File: src/rtl/booth_radix4_multiplier_if.sv
// booth_radix4_multiplier_if: handshake and operand/result bus for the radix-4 Booth multiplier
//   master (controller): drives start, signed_mode, Multiplicand, Multiplier
//                        and observes busy, ready, Product, Result, Overflow
//   slave (multiplier):  the mirror image
interface booth_radix4_multiplier_if #(parameter int W = 16);
    logic           start;
    logic           signed_mode;
    logic [W-1:0]   Multiplicand;
    logic [W-1:0]   Multiplier;
    logic           busy;
    logic           ready;
    logic [2*W-1:0] Product;
    logic [W-1:0]   Result;
    logic           Overflow;
    modport master (output start, signed_mode, Multiplicand, Multiplier,
                    input busy, ready, Product, Result, Overflow);
    modport slave  (input start, signed_mode, Multiplicand, Multiplier,
                    output busy, ready, Product, Result, Overflow);
endinterface

File: src/rtl/booth_radix4_multiplier.sv
// booth_radix4_multiplier: sequential radix-4 Booth multiplier, signed/unsigned, start/ready handshake
//   clk    rising-edge clock
//   reset  asynchronous active-high reset
//   bus    slave side of booth_radix4_multiplier_if (start, signed_mode, operands in;
//          busy, ready, Product, Result, Overflow out)
//   BOOTH_SAT_EN defined: Result saturates when Overflow is set; otherwise Result wraps.
module booth_radix4_multiplier #(
    parameter int WORD_LENGTH = 16
) (
    input logic                      clk,
    input logic                      reset,
    booth_radix4_multiplier_if.slave bus
);
    localparam int W  = WORD_LENGTH;
    localparam int CW = $clog2(W/2+2);
    typedef enum logic [1:0] {IDLE, RUN, DONE} state_t;
    state_t          state_q;
    logic [CW-1:0]   cnt_q;
    logic [W+1:0]    m_q;
    logic [W+2:0]    acc_q;
    logic [W+1:0]    mr_q;
    logic            qm1_q;
    logic            signed_q;
    logic            busy_q;
    logic            ready_q;
    logic [2*W-1:0]  prod_q;
    logic [W-1:0]    res_q;
    logic            ovf_q;
    logic [2:0]      dg;
    logic [W+2:0]    m3;
    logic [W+2:0]    pp;
    logic [W+2:0]    sum;
    logic [W+2:0]    acc_d;
    logic [W+1:0]    mr_d;
    logic [2*W-1:0]  prod_d;
    logic            ovf_d;
    logic [W-1:0]    res_d;
    logic [W+1:0]    a_ext;
    logic [W+1:0]    b_ext;
    always_comb begin
        a_ext  = bus.signed_mode ? {{2{bus.Multiplicand[W-1]}}, bus.Multiplicand} : {2'b00, bus.Multiplicand};
        b_ext  = bus.signed_mode ? {{2{bus.Multiplier[W-1]}}, bus.Multiplier} : {2'b00, bus.Multiplier};
        dg     = {mr_q[1:0], qm1_q};
        m3     = {m_q[W+1], m_q};
        pp     = (dg == 3'b001 || dg == 3'b010) ? m3 :
                 (dg == 3'b011)                 ? m3 << 1 :
                 (dg == 3'b100)                 ? -(m3 << 1) :
                 (dg == 3'b101 || dg == 3'b110) ? -m3 : '0;
        sum    = acc_q + pp;
        // {acc, mr, qm1} shifted right arithmetically by one Booth digit
        acc_d  = {{2{sum[W+2]}}, sum[W+2:2]};
        mr_d   = {sum[1:0], mr_q[W+1:2]};
        prod_d = {acc_d[W-3:0], mr_d};
        ovf_d  = signed_q ? !(&prod_d[2*W-1:W-1] || !(|prod_d[2*W-1:W-1])) : |prod_d[2*W-1:W];
`ifdef BOOTH_SAT_EN
        res_d  = !ovf_d          ? prod_d[W-1:0] :
                 !signed_q       ? {W{1'b1}} :
                 prod_d[2*W-1]   ? {1'b1, {(W-1){1'b0}}} : {1'b0, {(W-1){1'b1}}};
`else
        res_d  = prod_d[W-1:0];
`endif
    end
    always_ff @(posedge clk or posedge reset) begin
        if (reset) begin
            state_q  <= IDLE;
            cnt_q    <= '0;
            m_q      <= '0;
            acc_q    <= '0;
            mr_q     <= '0;
            qm1_q    <= 1'b0;
            signed_q <= 1'b0;
            busy_q   <= 1'b0;
            ready_q  <= 1'b0;
            prod_q   <= '0;
            res_q    <= '0;
            ovf_q    <= 1'b0;
        end else begin
            case (state_q)
                IDLE: if (bus.start) begin
                    m_q      <= a_ext;
                    mr_q     <= b_ext;
                    acc_q    <= '0;
                    qm1_q    <= 1'b0;
                    signed_q <= bus.signed_mode;
                    cnt_q    <= CW'(W/2+1);
                    busy_q   <= 1'b1;
                    state_q  <= RUN;
                end
                RUN: begin
                    acc_q <= acc_d;
                    mr_q  <= mr_d;
                    qm1_q <= mr_q[1];
                    cnt_q <= cnt_q - CW'(1);
                    if (cnt_q == CW'(1)) begin
                        prod_q  <= prod_d;
                        res_q   <= res_d;
                        ovf_q   <= ovf_d;
                        ready_q <= 1'b1;
                        state_q <= DONE;
                    end
                end
                DONE: begin
                    ready_q <= 1'b0;
                    busy_q  <= 1'b0;
                    state_q <= IDLE;
                end
                default: state_q <= IDLE;
            endcase
        end
    end
    assign bus.busy     = busy_q;
    assign bus.ready    = ready_q;
    assign bus.Product  = prod_q;
    assign bus.Result   = res_q;
    assign bus.Overflow = ovf_q;
endmodule

File: src/flat_wrapper.sv
// flat-port wrapper written by rule: the top's interface ports become plain ports
module booth_radix4_multiplier_flat 
#(
    parameter int WORD_LENGTH = 16
)
  (clk, reset, bus_start, bus_signed_mode, bus_Multiplicand, bus_Multiplier, bus_busy, bus_ready, bus_Product, bus_Result, bus_Overflow);
  booth_radix4_multiplier_if #(.W(16)) bus_i ();
  input logic clk;
  input logic reset;
  input wire logic [$bits(bus_i.start)-1:0] bus_start;
  input wire logic [$bits(bus_i.signed_mode)-1:0] bus_signed_mode;
  input wire logic [$bits(bus_i.Multiplicand)-1:0] bus_Multiplicand;
  input wire logic [$bits(bus_i.Multiplier)-1:0] bus_Multiplier;
  output wire logic [$bits(bus_i.busy)-1:0] bus_busy;
  output wire logic [$bits(bus_i.ready)-1:0] bus_ready;
  output wire logic [$bits(bus_i.Product)-1:0] bus_Product;
  output wire logic [$bits(bus_i.Result)-1:0] bus_Result;
  output wire logic [$bits(bus_i.Overflow)-1:0] bus_Overflow;
  assign bus_i.start = bus_start;
  assign bus_i.signed_mode = bus_signed_mode;
  assign bus_i.Multiplicand = bus_Multiplicand;
  assign bus_i.Multiplier = bus_Multiplier;
  assign bus_busy = bus_i.busy;
  assign bus_ready = bus_i.ready;
  assign bus_Product = bus_i.Product;
  assign bus_Result = bus_i.Result;
  assign bus_Overflow = bus_i.Overflow;
  booth_radix4_multiplier #(.WORD_LENGTH(WORD_LENGTH)) u_core (.clk(clk), .reset(reset), .bus(bus_i));
endmodule
File: config.mk
export PLATFORM = sky130hd
export DESIGN_NAME = booth_radix4_multiplier_flat
export DESIGN_NICKNAME = d
export VERILOG_FILES = /design/src/rtl/booth_radix4_multiplier_if.sv /design/src/rtl/booth_radix4_multiplier.sv /design/src/flat_wrapper.sv
export SDC_FILE = /design/constraint.sdc
export NUM_CORES = 1
export LEC_CHECK = 0
export CORE_AREA = 3 3 145 91
export CTS_BUF_LIST = sky130_fd_sc_hd__clkbuf_8
export DETAILED_ROUTE_END_ITERATION = 10
export DIE_AREA = 0 0 148 94
export GPL_TIMING_DRIVEN = 0
export PLACE_DENSITY_LB_ADDON = 0.2
export SYNTH_ARGS = -nofsm -noshare
export SYNTH_HDL_FRONTEND = slang
export SYNTH_SLANG_ARGS = --single-unit
File: constraint.sdc
create_clock -name clk -period 3.5 [get_ports clk]
set_input_delay 0.7 -clock clk [delete_from_list [all_inputs] [get_ports clk]]
set_output_delay 0.7 -clock clk [all_outputs]
set_load 0.02 [all_outputs]
== Word level (Yosys, flattened, before mapping) ==
Index checks and enable logic that the tools add are counted.
Operators by class
  muxes and demuxes: 22
  equal/unequal tests: 11
  order comparisons: 0
  $add $sub $neg: 4
  multiply operators: 0
  shift-type cells: 0
  div/mod/pow operators: 0
  reduce and logical (&&, ||, !) cells: 18
  bitwise gates (word level): 0
Operator list (count)
  19-bit 2-to-1 mux: 5
  18-bit 2-to-1 mux: 3
  19-bit negation: 2
  19-bit one-hot mux with 2 select lines: 1
  18-bit one-hot mux with 2 select lines: 1
  19-bit adder: 1
  17-bit AND reduction: 1
  17-bit OR reduction: 1
  16-bit OR reduction: 1
  2-bit AND reduction: 6
  3-bit equality test (second input constant): 3
  4-bit one-hot mux with 2 select lines: 1
  3-bit by 2-bit equality test with 1-bit output (second input constant): 2
  1-bit one-hot mux with 2 select lines: 3
  2-bit nonzero test: 3
  4-bit by 1-bit equality test with 1-bit output (second input constant): 1
  1-bit 2-to-1 mux: 4
  2-bit 2-to-1 mux: 2
  4-bit 2-to-1 mux: 1
  2-bit one-hot mux with 2 select lines: 1
  4-bit by 1-bit subtractor with 4-bit output (second input constant): 1
  3-bit by 1-bit equality test with 1-bit output (second input constant): 1
  1-bit logical OR: 3
  2-bit by 1-bit equality test with 1-bit output (second input constant): 1
  5 further kinds: 6
Storage, ports and cells
  RAM bits: 0
  memory bits (read-only): 0
  word-level logic and storage cells: 67
  flip-flop bits (word level): 114
  bits of input ports: 36
  memories: 0
  bits in latches: 0

== Logic depth before layout (Yosys ltp) ==
Gate-level depths: netlist (run 1).
  depth after elaboration: 12
  depth in mapped cells: 19
  gate-level depth less buffers: 18

== Worst setup path after synthesis (run 1) ==
OpenSTA, ideal clock, no wires.
  path kind: reg2reg
  start point: register u_core.m_q[2]
  end point: register u_core.ovf_q, in the netlist u_core.bus.Overflow
  path slack: -281 ps
  arrival: 3654 ps
  cell stages (with the launch flop): 17
  path buffers: 2
  cells stage by stage: dfrtp_1 buf_2 nor4_4 nand3_1 or3_1 xor2_1 and2_1 a21oi_1 a21oi_1 ha_1 clkbuf_1 mux2_2 a311oi_1 nand3_1 nor4_1 a311o_1 o21ai_0
Between the ends
  longest elaborated chain between the ends: 11
  elaborated cells between the ends (all ways): 14
  classes of those cells: add/sub: 3; mux: 5; reduce/logical: 6
RTL lines
  start, declared: RTL line booth_radix4_multiplier.sv:19  | logic [W+1:0] m_q;
  start signal, assigned: RTL line booth_radix4_multiplier.sv:80  | m_q <= a_ext;
  19-bit negation: RTL line booth_radix4_multiplier.sv:48  | (dg == 3'b101 || dg == 3'b110) ? -m3 : '0;
  19-bit 2-to-1 mux: RTL line booth_radix4_multiplier.sv:48
  19-bit 2-to-1 mux: RTL line booth_radix4_multiplier.sv:47  | (dg == 3'b100) ? -(m3 << 1) :
  19-bit 2-to-1 mux: RTL line booth_radix4_multiplier.sv:46  | (dg == 3'b011) ? m3 << 1 :
  19-bit 2-to-1 mux *: RTL line booth_radix4_multiplier.sv:45  | pp = (dg == 3'b001 || dg == 3'b010) ? m3 :
  19-bit adder *: RTL line booth_radix4_multiplier.sv:49  | sum = acc_q + pp;
  17-bit OR reduction: RTL line booth_radix4_multiplier.sv:54  | ovf_d = signed_q ? !(&prod_d[2*W-1:W-1] || !(|prod_d[2*W-1:W-1])) : |prod_d[2*W-1:W];
  1-bit zero test: RTL line booth_radix4_multiplier.sv:54
  1-bit logical OR: RTL line booth_radix4_multiplier.sv:54
  1-bit zero test: RTL line booth_radix4_multiplier.sv:54
  1-bit 2-to-1 mux *: RTL line booth_radix4_multiplier.sv:54
  end signal, assigned: RTL line booth_radix4_multiplier.sv:97  | ovf_q <= ovf_d;
  end, declared: RTL line booth_radix4_multiplier.sv:28  | logic ovf_q;
Every way passes the cells marked *; elsewhere a longest branch is shown, timed or not.
A chain may end at the register's enable or synchronous reset.

== Worst setup path in the final report (run 1) ==
  start point: register u_core.m_q[3]
  end point: register u_core.ovf_q, in the netlist u_core.bus.Overflow
Same word-level chain as after synthesis.

==> key figures, run 1 <==
Routing
  • DR vias/cell: 6.01
  • First drt pass iteration count: 5
  • # DRC: 0
  • Wirelength per Cell: 19.6 um
  • Final WL: 20600 um
  • Routed Antenna Nets: 0
  • Via count: 6339
  • DRT iter0 DRCs: 790

Run status
  • Outcome: complete, but fails checks
  • Failing checks: negative setup slack

Critical path
  • Worst Reg-to-Reg Cells: 20
  • Startpoint type of the worst setup path: register
  • Worst EP arrival: 4.26 ns
  • Reg-to-reg endpoint: u_core.bus.Overflow$_DFFE_PP0P_
  • Critical setup path kind: register to register
  • Worst Setup SP: u_core.m_q[3]$_DFFE_PP0P_
  • Setup crit end kind: register
  • CP endpoint: u_core.bus.Overflow$_DFFE_PP0P_
  • Worst r2r src: u_core.m_q[3]$_DFFE_PP0P_
  • Worst Path Max Fanout: 5
  • Critical Path RT: 3.78 ns
  • R2R setup slack: -0.48 ns

Layout
  • Diode count: 0
  • Share of cells above drive strength 1: 23.1%
  • Area Growth Syn to Fin: 38.3%
  • Post-layout nets: 945

Yosys
  • Post-synth EDFFs: 0
  • Synth Instances: 756
  • Mapped Nets: 816
  • Synth Register Bits: 95
  • Mapped Avg Cell Area: 8.12 um^2
  • Synth top area cells: dfrtp_1 (39%), nand2_1 (12%), o21ai_0 (4.8%)
  • Sequential cell area fraction in the yosys report: 38.7%
  • Dominant synthesized flop cell: dfrtp_1
  • Synthesized area: 0.00614 mm^2
  • Asr flop ratio synth: 100%
  • Synth area leader: dfrtp_1
  • Library cells used by synthesis: 65
  • Syn. warnings: 0
  • Yosys top cell area share: 38.7%

GRT
  • Tot GR Track Use: 28.6%
  • M1 GR Usage: 43.3%
  • First-pass GRT wire length: 31300 um
  • Largest net degree at the start of global routing: 69
  • Vias in the first global route: 5876
  • Initial antenna violation count: 0
  • Gr ovfl total: 0
  • M3 GR Usage: 5.59%
  • Met2 usage: 42.3%
  • Busiest grt layer: met1

Clocking
  • CTS Hold Bufs: 0
  • Clock transition at path regs: 0.11 ns
  • Clk buf depth: 2
  • Later-pin clock latency in the skew report: 0.39 ns
  • TritonCTS clock tree: done
  • Total CTS buffers: 9
  • H-tree levels: 3
  • CTS sink count: 95
  • Root buffer cell: clkbuf_8

Timing
  • # setup viols final: 14
  • Min cycle time layout: 3.98 ns
  • Final Cycle Share: 114%
  • Fin. max-slew vios: 0
  • RSZ-0062 raised after global routing: yes
  • WHS: 0.498 ns
  • Worst Skew: 0.0101 ns
  • Slew margin rel.: 50.5%
  • Slew @ Worst Pin: 0.742 ns
  • Final hold violations: 0
  • Final WS setup: -0.481 ns
  • Highest clock rate: 251 MHz

Min path
  • Hold Path Stages: 2
  • Hold WC Path Type: register to register

Place
  • DPL Wire Length: 13800 um
  • IO Port Bufs: 86
  • Gpl congestion: 0.902

Floorplanning
  • Initial Utilization: 51.4%
  • Cell row count: 31
  • I/O Pins: 87
  • Die height: 94 um
  • Total Die Area: 0.0139 mm^2
  • Die width: 148 um
  • CORE AREA: 0.0119 mm^2

Job
  • Maxcap violations: 0
[worst max-delay path, stage by stage, from the launching register on]
cell	delay (ns)
dfrtp_2	0.48
nor4_4	0.29
buf_6	0.15
buf_4	0.10
buf_4	0.11
nand3_4	0.11
o21ai_2	0.17
xnor2_1	0.11
a221oi_2	0.36
a31oi_4	0.09
ha_4	0.30
buf_4	0.12
and3_4	0.18
nor2b_1	0.13
nand4_1	0.21
a211o_1	0.36
nand3_2	0.11
buf_6	0.13
nand4_1	0.09
nor3_1	0.19
o21ai_1	0.10
[cells in the mapped netlist, drive strengths merged (11+ instances only)]
master  count
xnor2      19
a21oi      34
nor2       48
inv        16
o21ai      59
clkbuf     34
nand3      19
nor3       13
a22oi      23
xor2       11
nand2     193
a211oi     13
dfrtp      95
ha         23
buf        29
[what timing repair did]
action	4_1_cts	5_1_grt
resized for setup	85	78
pin swaps	20	36
setup endpoints to repair	28	20
setup buffers	18	22
[worst min-delay path by stage]
stage,from,endpoint,slack (ns)
2_1_floorplan,u_core.acc_q[14]$_DFFE_PP0P_,u_core.acc_q[14]$_DFFE_PP0P_,0.46
3_3_place_gp,u_core.bus.Product[17]$_DFFE_PP0P_,u_core.bus.Product[17]$_DFFE_PP0P_,0.46
3_5_place_dp,u_core.bus.Product[17]$_DFFE_PP0P_,u_core.bus.Product[17]$_DFFE_PP0P_,0.47
4_1_cts,u_core.cnt_q[3]$_DFFE_PP0P_,u_core.cnt_q[3]$_DFFE_PP0P_,0.50
5_1_grt,u_core.acc_q[6]$_DFFE_PP0P_,u_core.acc_q[6]$_DFFE_PP0P_,0.52
6_report,u_core.acc_q[14]$_DFFE_PP0P_,u_core.acc_q[14]$_DFFE_PP0P_,0.50
[registers in the layout, indices dropped and copies added (netlist names)]
register and count:
u_core.bus.Result 15, u_core.bus.busy 1, u_core.bus.Overflow 1, u_core.m_q 17, u_core.state_q 2, u_core.bus.ready 1
u_core.acc_q 17, u_core.bus.Product 17, u_core.signed_q 1, u_core.mr_q 18, u_core.cnt_q 4, u_core.qm1_q 1
[metrics by stage]
step,setup TNS [ns],std cells,cell area (um^2),setup slack [ns],util [%]
global placement,-117.62,1007,7300,-1.12,61.1
floorplan,-0.0239,756,6240,-0.0239,-
finish,-4.22,1055,8480,-0.481,71.0
CTS,-0.694,1036,8010,-0.312,67.0
detailed placement,-13.67,1008,7330,-1.16,61.4
global route,-7.08,1055,8480,-0.680,71.0
[routing by layer]
metal | share of wire, % | up-vias
met5 | 0 | -
met4 | 1.3 | 0
met3 | 8.6 | 29
met2 | 44 | 317
met1 | 46 | 3108
li1 | - | 2885
[cell type report]
type / count / area [um^2]
Tap cell: 165 / 206
Buffer: 54 / 314
Timing Repair Buffer: 127 / 1220
Clock inverter: 7 / 66.3
Sequential cell: 95 / 2390
Inverter: 17 / 66.3
Clock buffer: 9 / 124
Fill cell: 958 / 3460
Multi-Input combinational cell: 581 / 4100
[layout by cell type, fill, tap and decap left out, types with 10 or more instances in the layout]
cell             count
nor2_1              41
o21ai_0             43
buf_4               52
nand2_1            186
a21oi_1             24
xnor2_1             10
a22oi_1             22
clkbuf_1            22
inv_1               15
clkdlybuf4s50_1     86
nand3_1             16
ha_1                13
nor3_1              10
dfrtp_1             86
[cells by family (layout without fill, tap and decap cells)]
kind of cell,Yosys count,count (layout),share of synthesized area [%]
compound gates,189,189,20.1
xor+xnor,30,30,4.28
fa+ha+maj,24,24,5.02
buf+inv,80,214,6.14
flops,95,95,38.7
mux,13,13,2.22
simple gates,325,325,23.5
Power of run 1 is not shown: default switching activity piles up to over one toggle a cycle in this logic, so the estimate is an artifact.
==> run 2: changes to the inputs <==
PLACE_DENSITY = 0.76   (was not set)
PLACE_DENSITY_LB_ADDON = not set   (was 0.2)
REMOVE_ABC_BUFFERS = 1   (was not set)
==> run 2 against run 1 <==
Net effect: the flow still finishes with violations (negative setup slack); worst hold slack improved by 0.0051 ns; maximum frequency increased by 5.0%; design area decreased by 0.40%; count of clock-buffer cells in the layout unchanged; global-route usage decreased by 2.2 points; sequential share of layout area increased by 0.25 points; critical path depth decreased by 4; cell count decreased by 3.1%; setup slack improved by 0.19 ns; critical endpoint unchanged; highest routed layer unchanged.
==> key figures, run 2 (synthesis gave the netlist of run 1 again) <==
Layout
  • Diode count: 0 (unchanged)
  • Register name with the most flops: u_core.mr_q
  • Share of cells above drive strength 1: 24.4% (+1.2 points)
  • Most frequent cells in the layout: nand2_1 (184), clkdlybuf4s50_1 (86), dfrtp_1 (83), o21ai_0 (49), buf_4 (49)
  • FILL cells: 872 (-9.0%)
  • Area Growth Syn to Fin: 37.7%
  • Commonest non-fill, non-tap cell in the layout: nand2_1
  • Post-layout nets: 912 (-3.5%)
  • Max reg flops: 18 (unchanged)

Clocking
  • Total CTS buffers: 9 (unchanged)
  • Clock transition at path regs: 0.11 ns (about the same)
  • Root buffer cell: clkbuf_8
  • Clk buf depth: 2 (unchanged)
  • H-tree levels: 3 (unchanged)
  • CTS Hold Bufs: 0 (unchanged)
  • TritonCTS clock tree: done
  • CTS sink count: 95 (unchanged)
  • Later-pin clock latency in the skew report: 0.38 ns (about the same)

GRT
  • Vias in the first global route: 5833 (-0.73%)
  • Gr ovfl total: 0 (unchanged)
  • First-pass GRT wire length: 29500 um (-5.7%)
  • Largest net degree at the start of global routing: 72 (+4.3%)
  • Tot GR Track Use: 26.4% (-2.2 points)
  • Initial antenna violation count: 0 (unchanged)

Routing
  • # DRC: 0 (unchanged)
  • DR vias/cell: 6.09 (+1.3%)
  • Final WL: 19400 um (-5.7%)
  • DRT iter0 DRCs: 633 (-20%)
  • Detailed-routing wirelength on met1: 8610 um (-9.8%)
  • Met3 wire length: 1550 um (-13%)
  • Routed Antenna Nets: 0 (unchanged)
  • Max Used Layer: met4
  • Via count: 6222 (-1.8%)
  • Met2 WL: 8950 um (-1.0%)
  • Wirelength per Cell: 19.0 um (-2.7%)
  • First drt pass iteration count: 5 (unchanged)

Timing
  • Final WS setup: -0.291 ns (+0.190 ns)
  • Worst Skew: 0.0121 ns (+0.00196 ns)
  • Final Cycle Share: 108% (-5.4 points)
  • Highest clock rate: 264 MHz (+5.0%)
  • Min cycle time layout: 3.79 ns (-0.190 ns)
  • Slew @ Worst Pin: 1.09 ns (+0.351 ns)
  • Final hold violations: 0 (unchanged)
  • Fin. max-slew vios: 0 (unchanged)
  • RSZ-0062 raised after global routing: yes
  • Setup TNS: -1.31 ns (+2.91 ns)
  • Slew margin rel.: 26.9% (-24 points)
  • # setup viols final: 9 (-5)
  • WHS: 0.503 ns (+0.00512 ns)

Critical path
  • Worst r2r src: u_core.m_q[5]$_DFFE_PP0P_
  • Worst Setup SP: u_core.m_q[5]$_DFFE_PP0P_
  • Worst EP arrival: 4.06 ns (-0.20 ns)
  • Critical setup path kind: register to register
  • Setup crit end kind: register
  • Worst Reg-to-Reg Cells: 16 (-20%)
  • Critical Path RT: 3.77 ns (about the same)
  • Startpoint type of the worst setup path: register
  • Reg-to-reg endpoint: u_core.bus.Overflow$_DFFE_PP0P_
  • R2R setup slack: -0.29 ns (+0.19 ns)
  • CP endpoint: u_core.bus.Overflow$_DFFE_PP0P_
  • Worst Path Max Fanout: 10 (+5)

Floorplanning
  • Cell row count: 31 (unchanged)
  • CORE AREA: 0.0119 mm^2 (unchanged)
  • I/O Pins: 87 (unchanged)
  • Initial Utilization: 51.4% (unchanged)
  • Total Die Area: 0.0139 mm^2 (unchanged)
  • Die width: 148 um (unchanged)
  • Die height: 94 um (unchanged)

Run status
  • Outcome: complete, but fails checks
  • Failing checks: negative setup slack

Place
  • Gpl congestion: 0.855 (-5.2%)
  • IO Port Bufs: 86 (unchanged)
  • DPL Wire Length: 11800 um (-14%)

Min path
  • Hold WC Path Type: register to register

Job
  • Maxcap violations: 0 (unchanged)
run 2: routing by layer:
layer	vias up	track usage [%]
li1	2811	-
met1	3043	37.6
met2	321	41.1
met3	47	6.08
met4	0	6.00
met5	-	0
run 2: cell type report:
cell class | count | area, um^2 | area share (%)
sequential | 95 | 2400 | 28.4
clock buffer | 9 | 124 | 1.47
clock inverter | 7 | 72.6 | 0.859
tap | 165 | 206 | 2.44
multi-input combinational | 581 | 4160 | 49.2
inverter | 17 | 73.8 | 0.874
timing repair buffer | 148 | 1420 | 16.8
run 2: how the worst min path moves through the flow:
stage	slack, ns	to	cells past startpoint	startpoint
global route	0.53	u_core.cnt_q[3]$_DFFE_PP0P_	1	u_core.cnt_q[3]$_DFFE_PP0P_
detailed placement	0.47	u_core.bus.Product[17]$_DFFE_PP0P_	2	u_core.bus.Product[17]$_DFFE_PP0P_
finish	0.50	u_core.bus.Product[22]$_DFFE_PP0P_	2	u_core.bus.Product[22]$_DFFE_PP0P_
floorplan	0.46	u_core.acc_q[14]$_DFFE_PP0P_	2	u_core.acc_q[14]$_DFFE_PP0P_
global placement	0.46	u_core.bus.Product[16]$_DFFE_PP0P_	2	u_core.bus.Product[16]$_DFFE_PP0P_
CTS	0.50	u_core.bus.Product[22]$_DFFE_PP0P_	2	u_core.bus.Product[22]$_DFFE_PP0P_
run 2: repair_timing:
action,in CTS,in global routing
setup buffers,39,17
endpoints found under the setup margin,34,16
pin swaps,34,33
resized for setup,102,70
run 2: per-stage QoR:
step / setup slack (ns) / cells / cell area, um^2 / utilization (%)
4_1_cts: -0.163 / 1005 / 7950 / 66.5
5_1_grt: -0.404 / 1022 / 8450 / 70.7
6_report: -0.291 / 1022 / 8450 / 70.7
3_3_place_gp: -4.69 / 944 / 6890 / 57.7
2_1_floorplan: -1.00 / 693 / 5820 / -
3_5_place_dp: -2.04 / 950 / 7000 / 58.6
run 2: critical path, cell delays in order (launching register included):
cell and delay [ns]:
dfrtp_2 0.45, nor4_4 0.29, buf_6 0.17, nand2_1 0.11, xnor2_2 0.24, nor2_1 0.06
o21ai_0 0.26, nand2_2 0.16, ha_4 0.37, and3b_1 0.19, a211o_1 0.29, a311oi_4 0.23
nand4_1 0.14, nand4b_1 0.27, nor4_2 0.18, a311o_1 0.20, o21ai_0 0.07
Power of run 2 is left out for the same reason.
